[src/rtl/kbd_entry_ctrl.sv]
`default_nettype none
// ============================================================================
// Module      : kbd_entry_ctrl
// Description : Scancode sequencer for kbd_if. Acknowledges codes, filters
//               set-2 break/extended prefixes, assembles a BCD HH:MM entry
//               and commits it to the alarm or time register.
// Revision    : 1.0 - initial release
// ============================================================================
module kbd_entry_ctrl #(
    parameter int DRAIN_TIMEOUT = 255
) (
    input  logic        clk256,
    input  logic        reset,
    input  logic [7:0]  key,
    output logic        shift,
    output logic [15:0] digits,
    output logic [2:0]  digit_count,
    output logic [15:0] alarm_value,
    output logic [15:0] time_value,
    output logic        load_alarm,
    output logic        load_time,
    output logic        entry_err,
    output logic        busy
);

    localparam logic [1:0] S_IDLE  = 2'd0;
    localparam logic [1:0] S_ACK   = 2'd1;
    localparam logic [1:0] S_DRAIN = 2'd2;
    localparam logic [1:0] S_EXEC  = 2'd3;

    localparam logic [7:0] C_TIMEOUT   = 8'(DRAIN_TIMEOUT);
    localparam logic [7:0] C_EXTENDED  = 8'hE0;
    localparam logic [7:0] C_BREAK     = 8'hF0;
    localparam logic [7:0] C_BACKSPACE = 8'h66;
    localparam logic [7:0] C_ESC       = 8'h76;
    localparam logic [7:0] C_KEY_A     = 8'h1C;
    localparam logic [7:0] C_KEY_T     = 8'h2C;

    logic [1:0]  r_state,  w_state;
    logic [7:0]  r_code,   w_code;
    logic [7:0]  r_cnt,    w_cnt;
    logic        r_break,  w_break;
    logic        r_shift,  w_shift;
    logic [15:0] r_digits, w_digits;
    logic [2:0]  r_count,  w_count;
    logic [15:0] r_alarm,  w_alarm;
    logic [15:0] r_time,   w_time;
    logic        r_load_a, w_load_a;
    logic        r_load_t, w_load_t;
    logic        r_err,    w_err;
    logic        r_busy,   w_busy;

    logic        w_dig_hit;
    logic [3:0]  w_dig_val;
    logic        w_entry_ok;
    logic [7:0]  w_cnt_inc;

    always_comb begin
        w_dig_hit = 1'b1;
        w_dig_val = 4'd0;
        case (r_code)
            8'h45:   w_dig_val = 4'd0;
            8'h16:   w_dig_val = 4'd1;
            8'h1E:   w_dig_val = 4'd2;
            8'h26:   w_dig_val = 4'd3;
            8'h25:   w_dig_val = 4'd4;
            8'h2E:   w_dig_val = 4'd5;
            8'h36:   w_dig_val = 4'd6;
            8'h3D:   w_dig_val = 4'd7;
            8'h3E:   w_dig_val = 4'd8;
            8'h46:   w_dig_val = 4'd9;
            default: w_dig_hit = 1'b0;
        endcase
    end

    // Nibbles only ever hold 0..9, so a plain byte compare is a BCD compare.
    assign w_entry_ok = (r_count == 3'd4) && (r_digits[15:8] <= 8'h23) &&
                        (r_digits[7:0] <= 8'h59);
    assign w_cnt_inc  = r_cnt + 8'd1;

    always_comb begin
        w_state  = r_state;
        w_code   = r_code;
        w_cnt    = r_cnt;
        w_break  = r_break;
        w_digits = r_digits;
        w_count  = r_count;
        w_alarm  = r_alarm;
        w_time   = r_time;
        w_shift  = 1'b0;
        w_load_a = 1'b0;
        w_load_t = 1'b0;
        w_err    = 1'b0;
        case (r_state)
            S_IDLE: begin
                if (key != 8'h00) begin
                    w_code  = key;
                    w_state = S_ACK;
                end
            end
            S_ACK: begin
                w_shift = 1'b1;
                w_cnt   = 8'd0;
                w_state = S_DRAIN;
            end
            S_DRAIN: begin
                if (key == 8'h00) begin
                    w_state = S_EXEC;
                end else begin
                    w_cnt = w_cnt_inc;
                    // Stuck code: re-acknowledge, but keep r_code so it runs once.
                    if (w_cnt_inc == C_TIMEOUT) begin
                        w_err   = 1'b1;
                        w_state = S_ACK;
                    end
                end
            end
            default: begin
                w_state = S_IDLE;
                if (r_code == C_EXTENDED) begin
                    w_break = r_break;
                end else if (r_code == C_BREAK) begin
                    w_break = 1'b1;
                end else if (r_break) begin
                    w_break = 1'b0;
                end else if (w_dig_hit) begin
                    w_digits = {r_digits[11:0], w_dig_val};
                    w_count  = (r_count == 3'd4) ? 3'd4 : r_count + 3'd1;
                end else if (r_code == C_BACKSPACE) begin
                    w_digits = {4'h0, r_digits[15:4]};
                    w_count  = (r_count == 3'd0) ? 3'd0 : r_count - 3'd1;
                end else if (r_code == C_ESC) begin
                    w_digits = 16'h0000;
                    w_count  = 3'd0;
                end else if ((r_code == C_KEY_A) || (r_code == C_KEY_T)) begin
                    if (w_entry_ok) begin
                        if (r_code == C_KEY_A) begin
                            w_alarm  = r_digits;
                            w_load_a = 1'b1;
                        end else begin
                            w_time   = r_digits;
                            w_load_t = 1'b1;
                        end
                        w_digits = 16'h0000;
                        w_count  = 3'd0;
                    end else begin
                        w_err = 1'b1;
                    end
                end
            end
        endcase
        w_busy = (w_state != S_IDLE);
    end

    always_ff @(posedge clk256) begin
        if (!reset) begin
            r_state  <= S_IDLE;
            r_code   <= 8'h00;
            r_cnt    <= 8'd0;
            r_break  <= 1'b0;
            r_shift  <= 1'b0;
            r_digits <= 16'h0000;
            r_count  <= 3'd0;
            r_alarm  <= 16'h0000;
            r_time   <= 16'h0000;
            r_load_a <= 1'b0;
            r_load_t <= 1'b0;
            r_err    <= 1'b0;
            r_busy   <= 1'b0;
        end else begin
            r_state  <= w_state;
            r_code   <= w_code;
            r_cnt    <= w_cnt;
            r_break  <= w_break;
            r_shift  <= w_shift;
            r_digits <= w_digits;
            r_count  <= w_count;
            r_alarm  <= w_alarm;
            r_time   <= w_time;
            r_load_a <= w_load_a;
            r_load_t <= w_load_t;
            r_err    <= w_err;
            r_busy   <= w_busy;
        end
    end

    assign shift       = r_shift;
    assign digits      = r_digits;
    assign digit_count = r_count;
    assign alarm_value = r_alarm;
    assign time_value  = r_time;
    assign load_alarm  = r_load_a;
    assign load_time   = r_load_t;
    assign entry_err   = r_err;
    assign busy        = r_busy;

endmodule
`default_nettype wire
[config.mk]
export PLATFORM = sky130hd
export DESIGN_NAME = kbd_entry_ctrl
export DESIGN_NICKNAME = d
export VERILOG_FILES = /design/src/rtl/kbd_entry_ctrl.sv
export SDC_FILE = /design/constraint.sdc
export NUM_CORES = 1
export LEC_CHECK = 0
export BUFFER_PORTS_ARGS = -buffer_cell sky130_fd_sc_hd__buf_2
export CORE_MARGIN = 2
export CORE_UTILIZATION = 55
export DETAILED_ROUTE_END_ITERATION = 8
export PLACE_DENSITY = 0.79
export SYNTH_ARGS = -nofsm -noshare
export SYNTH_HDL_FRONTEND = slang
export SYNTH_SLANG_ARGS = --single-unit
export TNS_END_PERCENT = 5
[constraint.sdc]
create_clock -name clk256 -period 2.5 [get_ports clk256]
set_input_delay 0 -clock clk256 [delete_from_list [all_inputs] [get_ports clk256]]
set_output_delay 0 -clock clk256 [all_outputs]
set_load 0.01 [all_outputs]
==> metrics.yaml, run 1 <==
cts_tree: "yes"
worst_clock_skew_ns: 0.0148
synthesis.nets: 394
yosys.cell_types.count: 62
number_of_violations_of_the_max_capacitance_limit: 0
hold_path.startpoint: "key[4]"
synth.yosys.warnings: 0
wl_per_cell_um: 16.8
cts_num_sinks: 75
antenna_found_initial: 0
critical_path.max_fanout: 9
p_leak_uw: 0.00178
initialDrtViolationCount: 336
drtPass1Iterations: 5
clock_pin_transition_on_the_worst_setup_and_hold_timing_paths_ns: 0.09
ys_ff_latch: 75
synth_area_per_cell_sq_um: 9.22
postLayoutSetupSlackWorst_ns: 0.135
critPathMaxStageDelay_ns: 0.59
r2r-end: "digits[5]$_SDFFE_PN0P_"
worstPathArrival_ns: 2.62
synth_cells: 379
start_util_pct: 56.0
final_nets: 477
outcome: "completed"
sequential_area_share_after_synthesis_pct: 43.0
clock-root-buffer: "clkbuf_8"
chipHeight_um: 83.7
synthToLayoutAreaGrowth_pct: 23.4
worstSetupEndpoint: "digits[5]$_SDFFE_PN0P_"
timing.max_slew.rel_slack_pct: 60.7
first_global_vias: 2924
synth_edf_count: 0
drt-vias-per-instance: 6.00
floorplan.core_area_sq_mm: 0.00624
period_needed_ns: 2.36
tns_ns: 0
hold_violations: 0
remaining_drc_errors: 0
htree_levels: 3
postSynth.topFlopCell: "dfxtp_1"
layout.cells.most_common_list: "dfxtp_1, buf_2, nor2_1"
postCtsSetupBuffers: 0
clock.fmax_mhz: 423
min_path_type: "in -> reg"
place_hpwl_um: 6130
num_rows: 29
antenna_left: 0
placement.io_buffers: 65
n_antenna_cell: 0
die_width_um: 83.7
inserted_clock_buffers: 9
synth.cell_area_sq_mm: 0.00349
postSynth.asyncResetShare_pct: 0
setup.worst_path.start_class: "flip-flop"
setup.worst_path.start: "r_code[7]$_SDFFE_PN0P_"
clock_latency_ns: 0.36
routed-via-count: 3266
worst_setup_path_class: "reg -> reg"
register_to_register_path_setup_slack_ns: 0.14
fin_worst_hold_slack_ns: 0.450
dieArea_sq_mm: 0.00701
setup-violations-final: 0
r2r-start: "r_code[7]$_SDFFE_PN0P_"
grt_setup_unrepaired: "false"
layout.cells.most_common: "dfxtp_1"
p_per_area_mw_per_mm2: 602
wirelength_um: 9130
minimum_setup_slack_after_placement_ns: 0.136
globalRouteOverflowTotal: 0
reg2regPathDepth: 7
peakVddDrop_mv: 0.835
grt_max_degree: 34
endpoint_kind: "flip-flop"
slowest_stage: "or4b_4"
worst_pin_slew_ns: 0.588
grt_first_pass_wirelength_um: 14600
post-route-cell-area_sq_mm: 0.00431
slew_viol_final: 0
groute.usage.overall_pct: 26.0
placed_area_sq_mm: 0.00398
final.period_utilization_pct: 94.6
crit_required_ns: 2.75
critical_path_cell_by_cell: "or4b_4, a2111oi_4, nand3_2, a31o_1, buf_4, a221oi_1, nor3_1"
gp_congestion: 0.906
drive_gt1_share_pct: 25.5
clock_tree.buffer_depth: 2
ios: 66
==> cell type report <==
class                      count  area, sq um
inverter                       8         30.0
timing repair buffer          98          621
clock inverter                 7          106
tap                           77         96.3
clock buffer                   9          124
sequential                    75         1500
fill                         486         1930
multi-input combinational    270         1830
==> synthesized netlist by cell type, types with 4 or more instances <==
library cell | instances | area share (%)
and3_1 | 5 | 0.90
nor2b_1 | 8 | 1.4
nor3b_1 | 7 | 1.5
nor4_1 | 4 | 0.72
a221oi_1 | 8 | 2.0
a21oi_1 | 15 | 2.1
a32o_1 | 6 | 1.7
dfxtp_1 | 75 | 43
ha_1 | 5 | 1.8
o21ai_0 | 8 | 1.1
inv_1 | 6 | 0.64
a31oi_1 | 7 | 1.3
nor3_1 | 15 | 2.1
buf_4 | 4 | 0.86
mux2i_1 | 35 | 10
nand2b_1 | 8 | 1.4
nand2_1 | 17 | 1.8
nand4b_1 | 4 | 1.0
nor2_1 | 59 | 6.3
xnor2_1 | 6 | 1.5
buf_2 | 6 | 0.86
a32oi_1 | 4 | 1.0
nand3_1 | 5 | 0.72
clkbuf_1 | 12 | 1.3
==> repair_timing <==
action,4_1_cts,5_1_grt
hold endpoints to repair,9,0
hold buffers,9,0
endpoints found under the setup margin,0,5
gates resized for setup,0,2
==> how the worst min path moves through the flow <==
stage                             endpoint  slack (ns)  depth (start not counted)
floorplan           r_code[6]$_SDFFE_PN0P_        0.15                          2
global placement    r_code[7]$_SDFFE_PN0P_        0.25                          3
detailed placement  r_code[1]$_SDFFE_PN0P_        0.26                          3
CTS                 r_code[1]$_SDFFE_PN0P_        0.43                          4
global route        r_code[0]$_SDFFE_PN0P_        0.48                          4
finish              r_code[4]$_SDFFE_PN0P_        0.45                          4
==> routing by layer <==
| layer | GRT usage [%] | part of all wire, % |
|---|---|---|
| met1 | 34.9 | 43 |
| met2 | 41.1 | 48 |
| met3 | 6.63 | 6.6 |
| met4 | 8.36 | 2.1 |
| met5 | 0 | 0 |
==> where the power goes <==
part / internal, uW / switching, uW
Sequential: 1220 / 26.1
Combinational: 113 / 156
Clock: 579 / 503
==> kinds of logic after synthesis <==
group                    after synthesis  synth area share, %
AND/OR/NAND/NOR                      153                 22.9
flip-flops                            75                 43.0
AO/OA/AOI/OAI                         70                 15.5
multiplexers                          36                 10.3
buffers and inverters                 34                 5.05
XOR/XNOR                               6                 1.50
adder cells (fa/ha/maj)                5                 1.79
==> sequential cells by signal, indices dropped and copies added (netlist names) <==
| signal | flops |
|---|---|
| alarm_value | 16 |
| digits | 16 |
| time_value | 16 |
| r_cnt | 8 |
| r_code | 8 |
| digit_count | 3 |
| r_state | 2 |
| busy | 1 |
| entry_err | 1 |
| load_alarm | 1 |
| load_time | 1 |
| r_break | 1 |
| shift | 1 |
==> critical path: cells and delay by family, from the launching register on <==
kind | cells | cell delay [ns]
AO/OA/AOI/OAI | 3 | 0.90
flip-flops | 1 | 0.38
buffers and inverters | 1 | 0.18
AND/OR/NAND/NOR | 3 | 0.81
==> per-stage QoR <==
step | total power [uW] | util [%] | cells
5_1_grt | 2680 | 69.1 | 544
3_3_place_gp | 1520 | 63.7 | 519
3_5_place_dp | 1520 | 63.7 | 519
2_1_floorplan | 1450 | - | 379
6_report | 2590 | 69.1 | 544
4_1_cts | 2590 | 68.9 | 544
(Power assumes the default switching activity.)
==> run 2, diff against run 1 <==
==> constraint.sdc (replaced) <==
create_clock -name clk256 -period 2.5 [get_ports clk256]
set_input_delay 0.125 -clock clk256 [delete_from_list [all_inputs] [get_ports clk256]]
set_output_delay 0.125 -clock clk256 [all_outputs]
set_load 0.01 [all_outputs]
==> metrics.yaml, run 2 (synthesized netlist as in run 1, its figures left out) <==
outcome: "completed"  # unchanged
multi_input_comb_area_sq_mm: 0.00183  # unchanged
post-layout-total-power_uw: 2570  # was 2590 uW
hold_violations: 0  # unchanged
final_nets: 468  # was 477
endpoint_kind: "flip-flop"  # unchanged
post-route-cell-area_sq_mm: 0.00422  # was 0.00431 sq mm
antenna_left: 0  # unchanged
cts_num_sinks: 75  # unchanged
cts_tree: "yes"  # unchanged
remaining_drc_errors: 0  # unchanged
worst_pin_slew_ns: 0.576  # was 0.588 ns
start_util_pct: 56.0  # unchanged
chipHeight_um: 83.7  # unchanged
critical_path.max_fanout: 9  # unchanged
area.sequential_sq_mm: 0.00150  # unchanged
grt_max_degree: 34  # unchanged
p_leak_uw: 0.00174  # was 0.00178 uW
peakVddDrop_mv: 0.835  # about the same
grt_setup_unrepaired: "false"  # unchanged
period_needed_ns: 2.34  # was 2.36 ns
gp_congestion: 0.906  # unchanged
crit_required_ns: 2.75  # about the same
inserted_clock_buffers: 9  # unchanged
cts-hold-fix-buffers: 0  # was 9
worst_setup_path_class: "reg -> reg"  # unchanged
num_rows: 29  # unchanged
antenna_found_initial: 0  # unchanged
clock_pin_transition_on_the_worst_setup_and_hold_timing_paths_ns: 0.09  # about the same
setup.worst_path.start_class: "flip-flop"  # unchanged
setup-violations-final: 0  # unchanged
globalRouteOverflowTotal: 0  # unchanged
htree_levels: 3  # unchanged
drtPass1Iterations: 4  # was 5
wl_per_cell_um: 16.3  # was 16.8 um
first_global_vias: 2843  # was 2,924
placed_area_sq_mm: 0.00398  # unchanged
dieArea_sq_mm: 0.00701  # unchanged
routed-via-count: 3156  # was 3,266
worst_clock_skew_ns: 0.0162  # was 0.0148 ns
ios: 66  # unchanged
p_per_area_mw_per_mm2: 610  # was 602 mW/mm^2
number_of_violations_of_the_max_capacitance_limit: 0  # unchanged
final.period_utilization_pct: 93.7  # was 94.6%
slew_viol_final: 0  # unchanged
worstPathArrival_ns: 2.59  # was 2.62 ns
layout.cells.most_common_list: "dfxtp_1, buf_2, nor2_1"  # unchanged
place_hpwl_um: 6130  # unchanged
drive_gt1_share_pct: 26.0  # was 25.5%
min_path_type: "in -> reg"  # unchanged
tns_ns: 0  # unchanged
timing.max_slew.rel_slack_pct: 61.5  # was 60.7%
clock.fmax_mhz: 427  # was 423 MHz
groute.usage.overall_pct: 24.9  # was 26.0%
drt-vias-per-instance: 5.90  # was 6.00
grt_first_pass_wirelength_um: 14100  # was 14,600 um
clock_latency_ns: 0.36  # about the same
wirelength_um: 8700  # was 9130 um
n_antenna_cell: 0  # unchanged
initialDrtViolationCount: 265  # was 336
die_width_um: 83.7  # unchanged
floorplan.core_area_sq_mm: 0.00624  # unchanged
synthToLayoutAreaGrowth_pct: 20.8  # was 23.4%
placement.io_buffers: 65  # unchanged
fillCellCount: 501  # was 486
clock_tree.buffer_depth: 2  # unchanged
clock-root-buffer: "clkbuf_8"  # unchanged
finalCoreUtilization_pct: 67.6  # was 69.1%
layout.cells.most_common: "dfxtp_1"  # unchanged
minimum_setup_slack_after_placement_ns: 0.136  # unchanged
postLayoutSetupSlackWorst_ns: 0.158  # was 0.135 ns
[run 2: cell count changes in the layout (fill, tap and decap cells not counted), sizes merged]
cell and change:
dlygate4sd3 -9
[run 2: area by class of cell]
type,instances,share of cell area (%)
multi-input cells,270,43.4
flip-flops and latches,75,35.6
repair buffers,89,12.6
clock buffers,9,2.93
clock inverters,7,2.52
well taps,77,2.28
inverters,8,0.711
[run 2: path summary, 6_finish.rpt]
kind | startpoint | endpoint | slack, ns | depth (start not counted)
worst min-delay path | key[1] | r_code[1]$_SDFFE_PN0P_ | 0.02 | 3
worst max-delay path | r_code[7]$_SDFFE_PN0P_ | digits[5]$_SDFFE_PN0P_ | 0.16 | 7
worst max register to register | r_code[7]$_SDFFE_PN0P_ | digits[5]$_SDFFE_PN0P_ | 0.16 | 7
worst min register to register | time_value[15]$_SDFFE_PN0P_ | time_value[15]$_SDFFE_PN0P_ | 0.48 | 1
[run 2: per-layer routing]
metal  track usage, %  wire [um]
met1             34.4       3910
met2             38.6       4110
met3             6.23        484
met4             7.92        198
met5                0          0
[run 2: through the flow]
stage | hold WS, ns | instances
after floorplan | 0.272 | 379
after global placement | 0.378 | 519
after detailed placement | 0.385 | 519
after CTS | 0.0170 | 535
after global routing | 0.0313 | 535
final | 0.0201 | 535
[run 2: critical path, stage by stage, from the launching register on]
cell	delay, ns
dfxtp_1	0.38
or4b_4	0.58
a2111oi_4	0.38
nand3_2	0.15
a31o_1	0.25
buf_4	0.18
a221oi_1	0.25
nor3_1	0.07
[run 2: power breakdown]
group,internal (uW),total (uW),switching [uW],leakage [uW]
clock,579,1080,498,0.000116
sequential,1220,1240,25.4,0.000607
combinational,103,253,149,0.00101
total,1900,2570,673,0.00174
[run 2: repair_timing]
item / CTS / global route
gates resized for setup: 0 / 2
buffers inserted: 0 / 0
endpoints found under the setup margin: 0 / 5
==> run 3, diff against run 2 <==
--- a/config.mk
+++ b/config.mk
@@ -5,11 +5,12 @@
 export SDC_FILE = /design/constraint.sdc
 export NUM_CORES = 1
 export LEC_CHECK = 0
+export ABC_CLOCK_PERIOD_IN_PS = 2500
 export BUFFER_PORTS_ARGS = -buffer_cell sky130_fd_sc_hd__buf_2
 export CORE_MARGIN = 2
 export CORE_UTILIZATION = 55
 export DETAILED_ROUTE_END_ITERATION = 8
-export PLACE_DENSITY = 0.79
+export PLACE_DENSITY = 0.81
 export SYNTH_ARGS = -nofsm -noshare
 export SYNTH_HDL_FRONTEND = slang
 export SYNTH_SLANG_ARGS = --single-unit
==> metrics.yaml, run 3 (synthesized netlist as in run 1, its figures left out) <==
initialDrtViolationCount: 353  # was 265
htree_levels: 3  # unchanged
ios: 66  # unchanged
fillCellCount: 524  # was 501
first_global_vias: 2939  # was 2,843
grt_max_degree: 35  # was 34
placed_cells: 514  # was 519
drtPass1Iterations: 5  # was 4
placed_area_sq_mm: 0.00395  # was 0.00398 sq mm
register_to_register_path_setup_slack_ns: 0.12  # was 0.16 ns
crit_required_ns: 2.71  # was 2.75 ns
clock_tree.buffer_depth: 2  # unchanged
gp_congestion: 0.919  # was 0.906
min_path_type: "in -> reg"  # unchanged
endpoint_kind: "flip-flop"  # unchanged
start_util_pct: 56.0  # unchanged
worst_pin_slew_ns: 0.632  # was 0.576 ns
dieArea_sq_mm: 0.00701  # unchanged
layout.cells.most_common: "dfxtp_1"  # unchanged
post_cts.resized_instances: 0  # unchanged
worst_clock_skew_ns: 0.0106  # was 0.0162 ns
final.period_utilization_pct: 95.1  # was 93.7%
setup-violations-final: 0  # unchanged
globalRouteOverflowTotal: 0  # unchanged
number_of_non_filler_instances_in_the_completed_layout: 530  # was 535
inserted_clock_buffers: 9  # unchanged
slew_viol_final: 0  # unchanged
grt_setup_unrepaired: "false"  # unchanged
outcome: "completed"  # unchanged
clock_pin_transition_on_the_worst_setup_and_hold_timing_paths_ns: 0.09  # about the same
remaining_drc_errors: 0  # unchanged
chipHeight_um: 83.7  # unchanged
antenna_left: 0  # unchanged
clock.fmax_mhz: 421  # was 427 MHz
post-route-cell-area_sq_mm: 0.00416  # was 0.00422 sq mm
tns_ns: 0  # unchanged
place_hpwl_um: 6170  # was 6130 um
antenna_found_initial: 0  # unchanged
drt-vias-per-instance: 6.05  # was 5.90
synthToLayoutAreaGrowth_pct: 19.0  # was 20.8%
cts_tree: "yes"  # unchanged
critical_path.max_fanout: 7  # was 9
groute.usage.overall_pct: 25.8  # was 24.9%
layout.cells.most_common_list: "dfxtp_1, buf_2, nor2_1"  # unchanged
cts-hold-fix-buffers: 0  # unchanged
drive_gt1_share_pct: 24.7  # was 26.0%
critical_path_cell_by_cell: "or3b_2, o32ai_1, nor2b_1, a31o_1, buf_4, a221oi_1, nor3_1"  # was or4b_4, a2111oi_4, nand3_2, a31o_1, buf_4, a221oi_1, nor3_1
die_width_um: 83.7  # unchanged
p_per_area_mw_per_mm2: 595  # was 610 mW/mm^2
worst_setup_path_class: "reg -> reg"  # unchanged
placement.io_buffers: 65  # unchanged
p_leak_uw: 0.00170  # was 0.00174 uW
timing.max_slew.rel_slack_pct: 57.8  # was 61.5%
routed-via-count: 3206  # was 3,156
peakVddDrop_mv: 0.538  # was 0.835 mV
hold_violations: 0  # unchanged
number_of_violations_of_the_max_capacitance_limit: 0  # unchanged
cts_num_sinks: 75  # unchanged
setup.worst_path.start_class: "flip-flop"  # unchanged
clock-root-buffer: "clkbuf_8"  # unchanged
n_antenna_cell: 0  # unchanged
final_nets: 463  # was 468
clock_latency_ns: 0.35  # was 0.36 ns
critPathMaxStageDelay_ns: 0.47  # was 0.58 ns
floorplan.core_area_sq_mm: 0.00624  # unchanged
slowest_stage: "or3b_2"  # was or4b_4
worstPathArrival_ns: 2.59  # about the same
period_needed_ns: 2.38  # was 2.34 ns
grt_first_pass_wirelength_um: 14500  # was 14,100 um
wirelength_um: 8930  # was 8700 um
num_rows: 29  # unchanged
postCtsSetupBuffers: 0  # unchanged
wl_per_cell_um: 16.9  # was 16.3 um
-- run 3: changes by cell type in the layout (fill, tap and decap cells not counted) --
| cell | change |
|---|---|
| o32ai_2 | -1 |
| o32ai_1 | +1 |
| bufinv_16 | -1 |
| a221oi_2 | -1 |
| clkinvlp_4 | +2 |
| buf_4 | -6 |
| a221oi_1 | +1 |
| clkinv_4 | -1 |
| buf_12 | +1 |
-- run 3: worst max-delay path: cells and delay by family (launching register included) --
| kind | cells | cell delay [ns] |
|---|---|---|
| flops | 1 | 0.42 |
| simple gates | 3 | 0.70 |
| buf+inv | 1 | 0.18 |
| compound gates | 3 | 0.95 |
-- run 3: layer usage --
metal | GRT usage (%) | up-vias | part of all wire [%]
met5 | 0 | - | 0
met4 | 11.6 | 0 | 2.3
met3 | 3.86 | 21 | 6.9
met2 | 41.3 | 150 | 48
met1 | 34.5 | 1523 | 43
li1 | - | 1512 | -
-- run 3: final cells by class --
cell class	count	area, sq um	share of cell area, %
clock buffers	9	124	2.98
multi-input cells	270	1820	43.7
inverters	8	30.0	0.722
repair buffers	84	505	12.2
clock inverters	7	82.6	1.99
well taps	77	96.3	2.32
flip-flops and latches	75	1500	36.1
-- run 3: power by group --
group          switching, uW  leakage [uW]  internal (uW)  total, uW
Combinational            154      0.000990            102        256
Sequential              25.3      0.000607           1220       1240
Clock                    501     0.0000984            476        977
-- run 3: path summary, 6_finish.rpt --
kind	depth (start not counted)	start	endpoint
max reg2reg	7	r_code[2]$_SDFFE_PN0P_	digits[6]$_SDFFE_PN0P_
max	7	r_code[2]$_SDFFE_PN0P_	digits[6]$_SDFFE_PN0P_
min	3	key[5]	r_code[5]$_SDFFE_PN0P_
min reg2reg	1	time_value[7]$_SDFFE_PN0P_	time_value[7]$_SDFFE_PN0P_
-- run 3: through the flow --
step	power [uW]	util (%)	setup WS [ns]	hold slack, ns
2_1_floorplan	1450	-	0.275	0.272
3_3_place_gp	1510	63.3	0.251	0.382
3_5_place_dp	1520	63.3	0.167	0.394
4_1_cts	2480	66.6	0.152	0.0262
5_1_grt	2560	66.6	0.00793	0.0424
6_report	2480	66.6	0.124	0.0319
